<file path="src/rtl/pipe_pkg.sv">
// Shared definitions for pipeline stage registers: exception code defaults
// and the occupancy encoding used by the skid register.
package pipe_pkg;

    localparam int EXC_W_DEFAULT = 5;
    localparam int EXC_NONE      = 0;

    // Encoding equals the number of held entries, so it doubles as Occupancy.
    typedef enum logic [1:0] {
        ST_EMPTY = 2'd0,
        ST_ONE   = 2'd1,
        ST_FULL  = 2'd2
    } occ_state_e;

endpackage

</file>
<file path="src/rtl/pipe_entry.sv">
// One stage-register slot (Data/BD/PC/Exc) with synchronous clear and load.
// Clear wins over load.
module pipe_entry
    import pipe_pkg::*;
#(
    parameter int DATA_W = 160,
    parameter int EXC_W  = EXC_W_DEFAULT
) (
    input  logic              Clk,
    input  logic              Reset_n,
    input  logic              clear,
    input  logic              load,
    input  logic [DATA_W-1:0] in_data,
    input  logic              in_bd,
    input  logic [31:0]       in_pc,
    input  logic [EXC_W-1:0]  in_exc,
    output logic [DATA_W-1:0] data,
    output logic              bd,
    output logic [31:0]       pc,
    output logic [EXC_W-1:0]  exc
);

    logic [DATA_W-1:0] data_q, data_d;
    logic              bd_q, bd_d;
    logic [31:0]       pc_q, pc_d;
    logic [EXC_W-1:0]  exc_q, exc_d;

    always_comb begin
        data_d = data_q;
        bd_d   = bd_q;
        pc_d   = pc_q;
        exc_d  = exc_q;
        if (clear) begin
            data_d = '0;
            bd_d   = 1'b0;
            pc_d   = '0;
            exc_d  = '0;
        end else if (load) begin
            data_d = in_data;
            bd_d   = in_bd;
            pc_d   = in_pc;
            exc_d  = in_exc;
        end
    end

    always_ff @(posedge Clk or negedge Reset_n) begin
        if (!Reset_n) begin
            data_q <= '0;
            bd_q   <= 1'b0;
            pc_q   <= '0;
            exc_q  <= '0;
        end else begin
            data_q <= data_d;
            bd_q   <= bd_d;
            pc_q   <= pc_d;
            exc_q  <= exc_d;
        end
    end

    assign data = data_q;
    assign bd   = bd_q;
    assign pc   = pc_q;
    assign exc  = exc_q;

endmodule

</file>
<file path="src/rtl/pipe_skid_reg.sv">
// Two-entry skid stage register between pipeline stages. InReady/OutValid
// come straight from the state flop, so OutReady never reaches InReady.
module pipe_skid_reg
    import pipe_pkg::*;
#(
    parameter int DATA_W = 160,
    parameter int EXC_W  = EXC_W_DEFAULT
) (
    input  logic              Clk,
    input  logic              Reset_n,
    input  logic              Flush,
    input  logic              InValid,
    output logic              InReady,
    input  logic [DATA_W-1:0] InData,
    input  logic              InBD,
    input  logic [31:0]       InPC,
    input  logic [EXC_W-1:0]  InExc,
    input  logic [EXC_W-1:0]  LocalExc,
    output logic              OutValid,
    input  logic              OutReady,
    output logic [DATA_W-1:0] OutData,
    output logic              OutBD,
    output logic [31:0]       OutPC,
    output logic [EXC_W-1:0]  OutExc,
    output logic [1:0]        Occupancy
);

    localparam logic [EXC_W-1:0] EXC_ZERO = EXC_W'(EXC_NONE);

    occ_state_e state_q, state_d;

    logic in_ready, out_valid, accept, pop;
    logic main_load, main_from_skid, skid_load;

    logic [EXC_W-1:0]  wr_exc;
    logic [DATA_W-1:0] main_in_data, main_data, skid_data;
    logic              main_in_bd, main_bd, skid_bd;
    logic [31:0]       main_in_pc, main_pc, skid_pc;
    logic [EXC_W-1:0]  main_in_exc, main_exc, skid_exc;

    assign in_ready  = (state_q != ST_FULL);
    assign out_valid = (state_q != ST_EMPTY);
    assign accept    = InValid && in_ready;
    assign pop       = out_valid && OutReady;

    // An exception raised by an earlier stage takes priority over our own.
    assign wr_exc = (InExc != EXC_ZERO) ? InExc : LocalExc;

    always_comb begin
        state_d        = state_q;
        main_load      = 1'b0;
        main_from_skid = 1'b0;
        skid_load      = 1'b0;
        if (!Flush) begin
            case (state_q)
                ST_EMPTY: begin
                    if (accept) begin
                        state_d   = ST_ONE;
                        main_load = 1'b1;
                    end
                end
                ST_ONE: begin
                    if (accept && !pop) begin
                        state_d   = ST_FULL;
                        skid_load = 1'b1;
                    end else if (!accept && pop) begin
                        state_d = ST_EMPTY;
                    end else if (accept && pop) begin
                        main_load = 1'b1;
                    end
                end
                ST_FULL: begin
                    if (pop) begin
                        state_d        = ST_ONE;
                        main_load      = 1'b1;
                        main_from_skid = 1'b1;
                    end
                end
                default: state_d = ST_EMPTY;
            endcase
        end else begin
            state_d = ST_EMPTY;
        end
    end

    always_ff @(posedge Clk or negedge Reset_n) begin
        if (!Reset_n) begin
            state_q <= ST_EMPTY;
        end else begin
            state_q <= state_d;
        end
    end

    always_comb begin
        main_in_data = InData;
        main_in_bd   = InBD;
        main_in_pc   = InPC;
        main_in_exc  = wr_exc;
        if (main_from_skid) begin
            main_in_data = skid_data;
            main_in_bd   = skid_bd;
            main_in_pc   = skid_pc;
            main_in_exc  = skid_exc;
        end
    end

    pipe_entry #(.DATA_W(DATA_W), .EXC_W(EXC_W)) u_main (
        .Clk     (Clk),
        .Reset_n (Reset_n),
        .clear   (Flush),
        .load    (main_load),
        .in_data (main_in_data),
        .in_bd   (main_in_bd),
        .in_pc   (main_in_pc),
        .in_exc  (main_in_exc),
        .data    (main_data),
        .bd      (main_bd),
        .pc      (main_pc),
        .exc     (main_exc)
    );

    pipe_entry #(.DATA_W(DATA_W), .EXC_W(EXC_W)) u_skid (
        .Clk     (Clk),
        .Reset_n (Reset_n),
        .clear   (Flush),
        .load    (skid_load),
        .in_data (InData),
        .in_bd   (InBD),
        .in_pc   (InPC),
        .in_exc  (wr_exc),
        .data    (skid_data),
        .bd      (skid_bd),
        .pc      (skid_pc),
        .exc     (skid_exc)
    );

    // main is not cleared on a plain pop, so bubble fields are gated here.
    assign InReady   = in_ready;
    assign OutValid  = out_valid;
    assign OutData   = out_valid ? main_data : '0;
    assign OutBD     = out_valid ? main_bd   : 1'b0;
    assign OutPC     = out_valid ? main_pc   : '0;
    assign OutExc    = out_valid ? main_exc  : '0;
    assign Occupancy = state_q;

endmodule

</file>
<file path="config.mk">
export PLATFORM = sky130hd
export DESIGN_NAME = pipe_skid_reg
export DESIGN_NICKNAME = d
export VERILOG_FILES = /design/src/rtl/pipe_pkg.sv /design/src/rtl/pipe_entry.sv /design/src/rtl/pipe_skid_reg.sv
export SDC_FILE = /design/constraint.sdc
export NUM_CORES = 1
export LEC_CHECK = 0
export CAP_MARGIN = 20
export CORE_AREA = 2 2 190 192
export DETAILED_ROUTE_END_ITERATION = 6
export DIE_AREA = 0 0 192 194
export PLACE_DENSITY = 0.85
export RECOVER_POWER = 25
export SYNTH_ARGS = -nofsm -noshare
export SYNTH_HDL_FRONTEND = slang
export SYNTH_SLANG_ARGS = --single-unit
</file>
<file path="constraint.sdc">
create_clock -name Clk -period 2.3 [get_ports Clk]
set_clock_uncertainty 0.15 [all_clocks]
set_input_delay 0.46 -clock Clk [delete_from_list [all_inputs] [get_ports Clk]]
set_output_delay 0.46 -clock Clk [all_outputs]
set_load 0.05 [all_outputs]
</file>
==> impl_metrics.py, run 1 <==
metrics = {
    "run_status": {
        "status": "complete, but fails checks",
        "violations": "negative setup slack",
    },
    "worst_setup_path": {
        "crit_path_start_kind": "flop",
        "setup.worst_path.start": "Occupancy[1]",
        "reg2reg_depth": 7,
        "crit_path_end_kind": "output pin",
        "cp.required_ps": 1690,
        "critPathMaxFanout": 16,
        "crit_path_cell_trace": "or2_4, clkbuf_16, buf_16, and2_4, buf_12",
        "critical-path-slowest-cell": "dfrtp_2",
        "critPathArrivalTime_ps": 1940,
        "r2r_slack_ps": -10,
        "crit-reg2reg-launch": "Occupancy[0]",
        "r2r-end": "u_main.data[18]",
        "crit_type": "flop to output pin",
        "max_stage_delay_ps": 400,
    },
    "grt": {
        "grt_pass1_wl_mm": 89.1,
        "grt_max_degree": 79,
        "grt_pass1_vias": 15824,
        "grt_overflow": 0,
        "grt_util_all_layers_pct": 30.6,
        "antenna_found_initial": 5,
    },
    "clock_tree": {
        "clock_sinks": 398,
        "root_buffer": "clkbuf_16",
        "h-tree-depth": 2,
        "cts_max_path_buffers": 3,
        "cts_tree": "built",
        "cts_made_buffers": 42,
        "worstSkewPairLatency_ps": 530,
        "clkTransAtPathRegs_ps": 60,
    },
    "timing": {
        "worst_pin_slew_ps": 1360,
        "rsz0062_at_grt": "yes",
        "maxSlewViolCount": 0,
        "hold_viol_final": 0,
        "maxSlewHeadroom_pct": 9.35,
        "fmax_mhz": 392,
        "finalSetupViolCount": 200,
        "layout_min_cycle_time_ps": 2550,
        "fin_crit_sh_pct": 111,
        "setup_ws_ps": -250,
    },
    "power_and_ir_drop": {
        "powerDensity_nw_per_um2": 643,
        "ir_drop_v": 0.000476,
        "p_leak_nw": 11.9,
        "total_power_w": 0.0175,
    },
    "placed_design": {
        "dp_hpwl_mm": 37.3,
        "place_congestion": 0.840,
        "dpl-instance-area_um2": 25000,
        "dp_cells": 2398,
        "io_buffers": 409,
    },
    "floorplan": {
        "initial_core_util_pct": 49.5,
        "die_w_um": 192,
        "die_area_um2": 37200,
        "ioPinCount": 410,
        "dieHeight_um": 194,
        "rows": 69,
        "core_um2": 35200,
    },
    "min_path": {
        "hp-start": "u_main.data[144]",
        "hold-path-endpoint": "u_main.data[144]",
        "hp-class": "flop to flop",
        "hold_depth": 2,
    },
    "synth": {
        "syn-mean-instance-area_um2": 11.2,
        "synthCells": 1557,
        "synth_fp_nets": 1765,
        "synthesis.area_um2": 17400,
        "ys_seq_area_share_pct": 57.2,
        "yosysWarnings": 0,
        "ys_ff_latch": 398,
        "synthDistinctLibCells": 33,
    },
    "route": {
        "dr_total_vias": 14766,
        "ant_nets": 0,
        "drc": 0,
        "drtIter0Drc": 1041,
        "viasPerCell": 5.89,
        "wl_mm": 59.3,
        "wire_per_inst_um": 23.7,
        "drtPass1Iterations": 5,
    },
    "finish": {
        "layout.cells.non_filler": 2505,
        "layout-drive-gt1-share_pct": 29.5,
        "stdcell_area_um2": 27200,
        "fin_nets": 2213,
        "area_growth_pct": 56.1,
    },
    "job": {
        "drv_cap": 0,
    },
}
-- synth_stat cells --
cell type  count  area (µm²)
nor2_1         1        3.75
a21oi_1        3        15.0
o21ai_1      129         646
buf_2         44         220
nand3_1        1        5.00
a2bb2oi_1      2        17.5
clkbuf_1      73         274
and3b_1        1        8.76
nor3_1         3        15.0
nor4_1         1        6.26
mux2i_1      193        1930
xnor2_1        1        8.76
nor2_2         1        6.26
buf_4          4        30.0
a211oi_4       1        20.0
nor2b_1        1        6.26
buf_1          7        26.3
a32o_1         3        30.0
dfrtp_1      398        9960
a211oi_1       1        7.51
nand2_1      204         766
nand2b_1       4        25.0
o21a_1         1        7.51
and2_1       199        1240
and2b_1        1        7.51
or3_1          5        31.3
inv_1          5        18.8
a21oi_2        1        8.76
nand3b_1       1        7.51
a31oi_1        4        25.0
o21ai_0       70         350
a22o_1       193        1690
or2_2          1        6.26
-- sequential cells by signal, indices dropped and copies added (netlist names) --
register     count
u_skid.pc       32
u_main.pc       32
u_skid.bd        1
u_skid.exc       5
u_skid.data    160
u_main.exc       5
Occupancy        2
u_main.bd        1
u_main.data    160
-- critical path, delay by kind of cell (launching register included) --
| kind | cells | cell delay [ps] |
|---|---|---|
| flops | 1 | 400 |
| buf+inv | 3 | 510 |
| simple gates | 2 | 490 |
-- timing repair --
item	4_1_cts	5_1_grt
setup endpoints to repair	199	200
buffers inserted	5	3
gates resized for setup	138	59
hold buffers	1	0
pin swaps	6	16
hold endpoints to repair	36	0
gates cloned	6	10
-- power breakdown --
part | internal (W) | total (W) | switching [W]
Clock | 0.00398 | 0.00679 | 0.00281
Combinational | 0.00150 | 0.00316 | 0.00166
Sequential | 0.00733 | 0.00754 | 0.000206
-- how the worst max path moves through the flow --
stage | end | slack (ps) | cells past startpoint
2_1_floorplan | OutData[101] | -20 | 5
3_3_place_gp | u_main.data[154] | -40 | 6
3_5_place_dp | u_main.data[18] | -210 | 7
4_1_cts | OutData[109] | -280 | 5
5_1_grt | OutPC[31] | -290 | 5
6_report | OutPC[31] | -250 | 5
-- cell type report --
type,instances,area (µm²)
Clock buffer,65,1330
Antenna cell,6,15.0
Tap cell,461,577
Sequential cell,398,9960
Fill cell,1988,8010
Timing Repair Buffer,532,7820
Multi-Input combinational cell,1026,7420
Inverter,5,18.8
Clock inverter,12,65.1
-- cells by family after synthesis --
family / share of synthesized area, %
AOI/OAI and AO/OA: 16.2
xor gates and xnor gates: 0.0503
muxes: 11.1
and+or+nand+nor: 12.3
DFF: 57.2
buffers and inverters: 3.27
-- cells in the final DEF (no fill, tap or decap), drive strengths merged --
cell type	count
and3b	1
dfrtp	398
xnor2	1
nand2	204
a211oi	2
clkinv	10
a32o	3
or3	5
o21a	1
dlygate4sd3	1
and2	199
and2b	1
o21ai	199
nand3	1
diode	6
nor2	2
nand3b	1
clkdlybuf4s50	206
nand2b	4
or2	1
inv	5
a31oi	4
a21oi	4
buf	310
mux2i	193
nor2b	1
nor4	1
clkinvlp	2
a2bb2oi	2
a22o	193
clkbuf	80
nor3	3
-- metal layers --
layer	up-vias	part of all wire (%)	track usage, %
met5	-	0	0
met4	0	5.5	16.2
met3	193	7.0	5.50
met2	733	50	51.0
met1	7471	38	37.9
li1	6369	-	-
-- per-stage QoR --
step	setup TNS [ps]	setup WS [ps]	hold slack [ps]	util, %
6_report	-37800	-250	329	77.2
5_1_grt	-48110	-289	352	77.2
4_1_cts	-45120	-278	281	76.5
3_5_place_dp	-16690	-215	249	71.1
3_3_place_gp	-2330	-40.1	248	71.1
2_1_floorplan	-2040	-20.4	14.4	-
(Power assumes the default switching activity.)
==> inputs of run 2 (changes only) <==
- SLEW_MARGIN: default -> 20
==> results of run 2 <==
The final DEF is identical to that of run 1; final timing and power are the same.
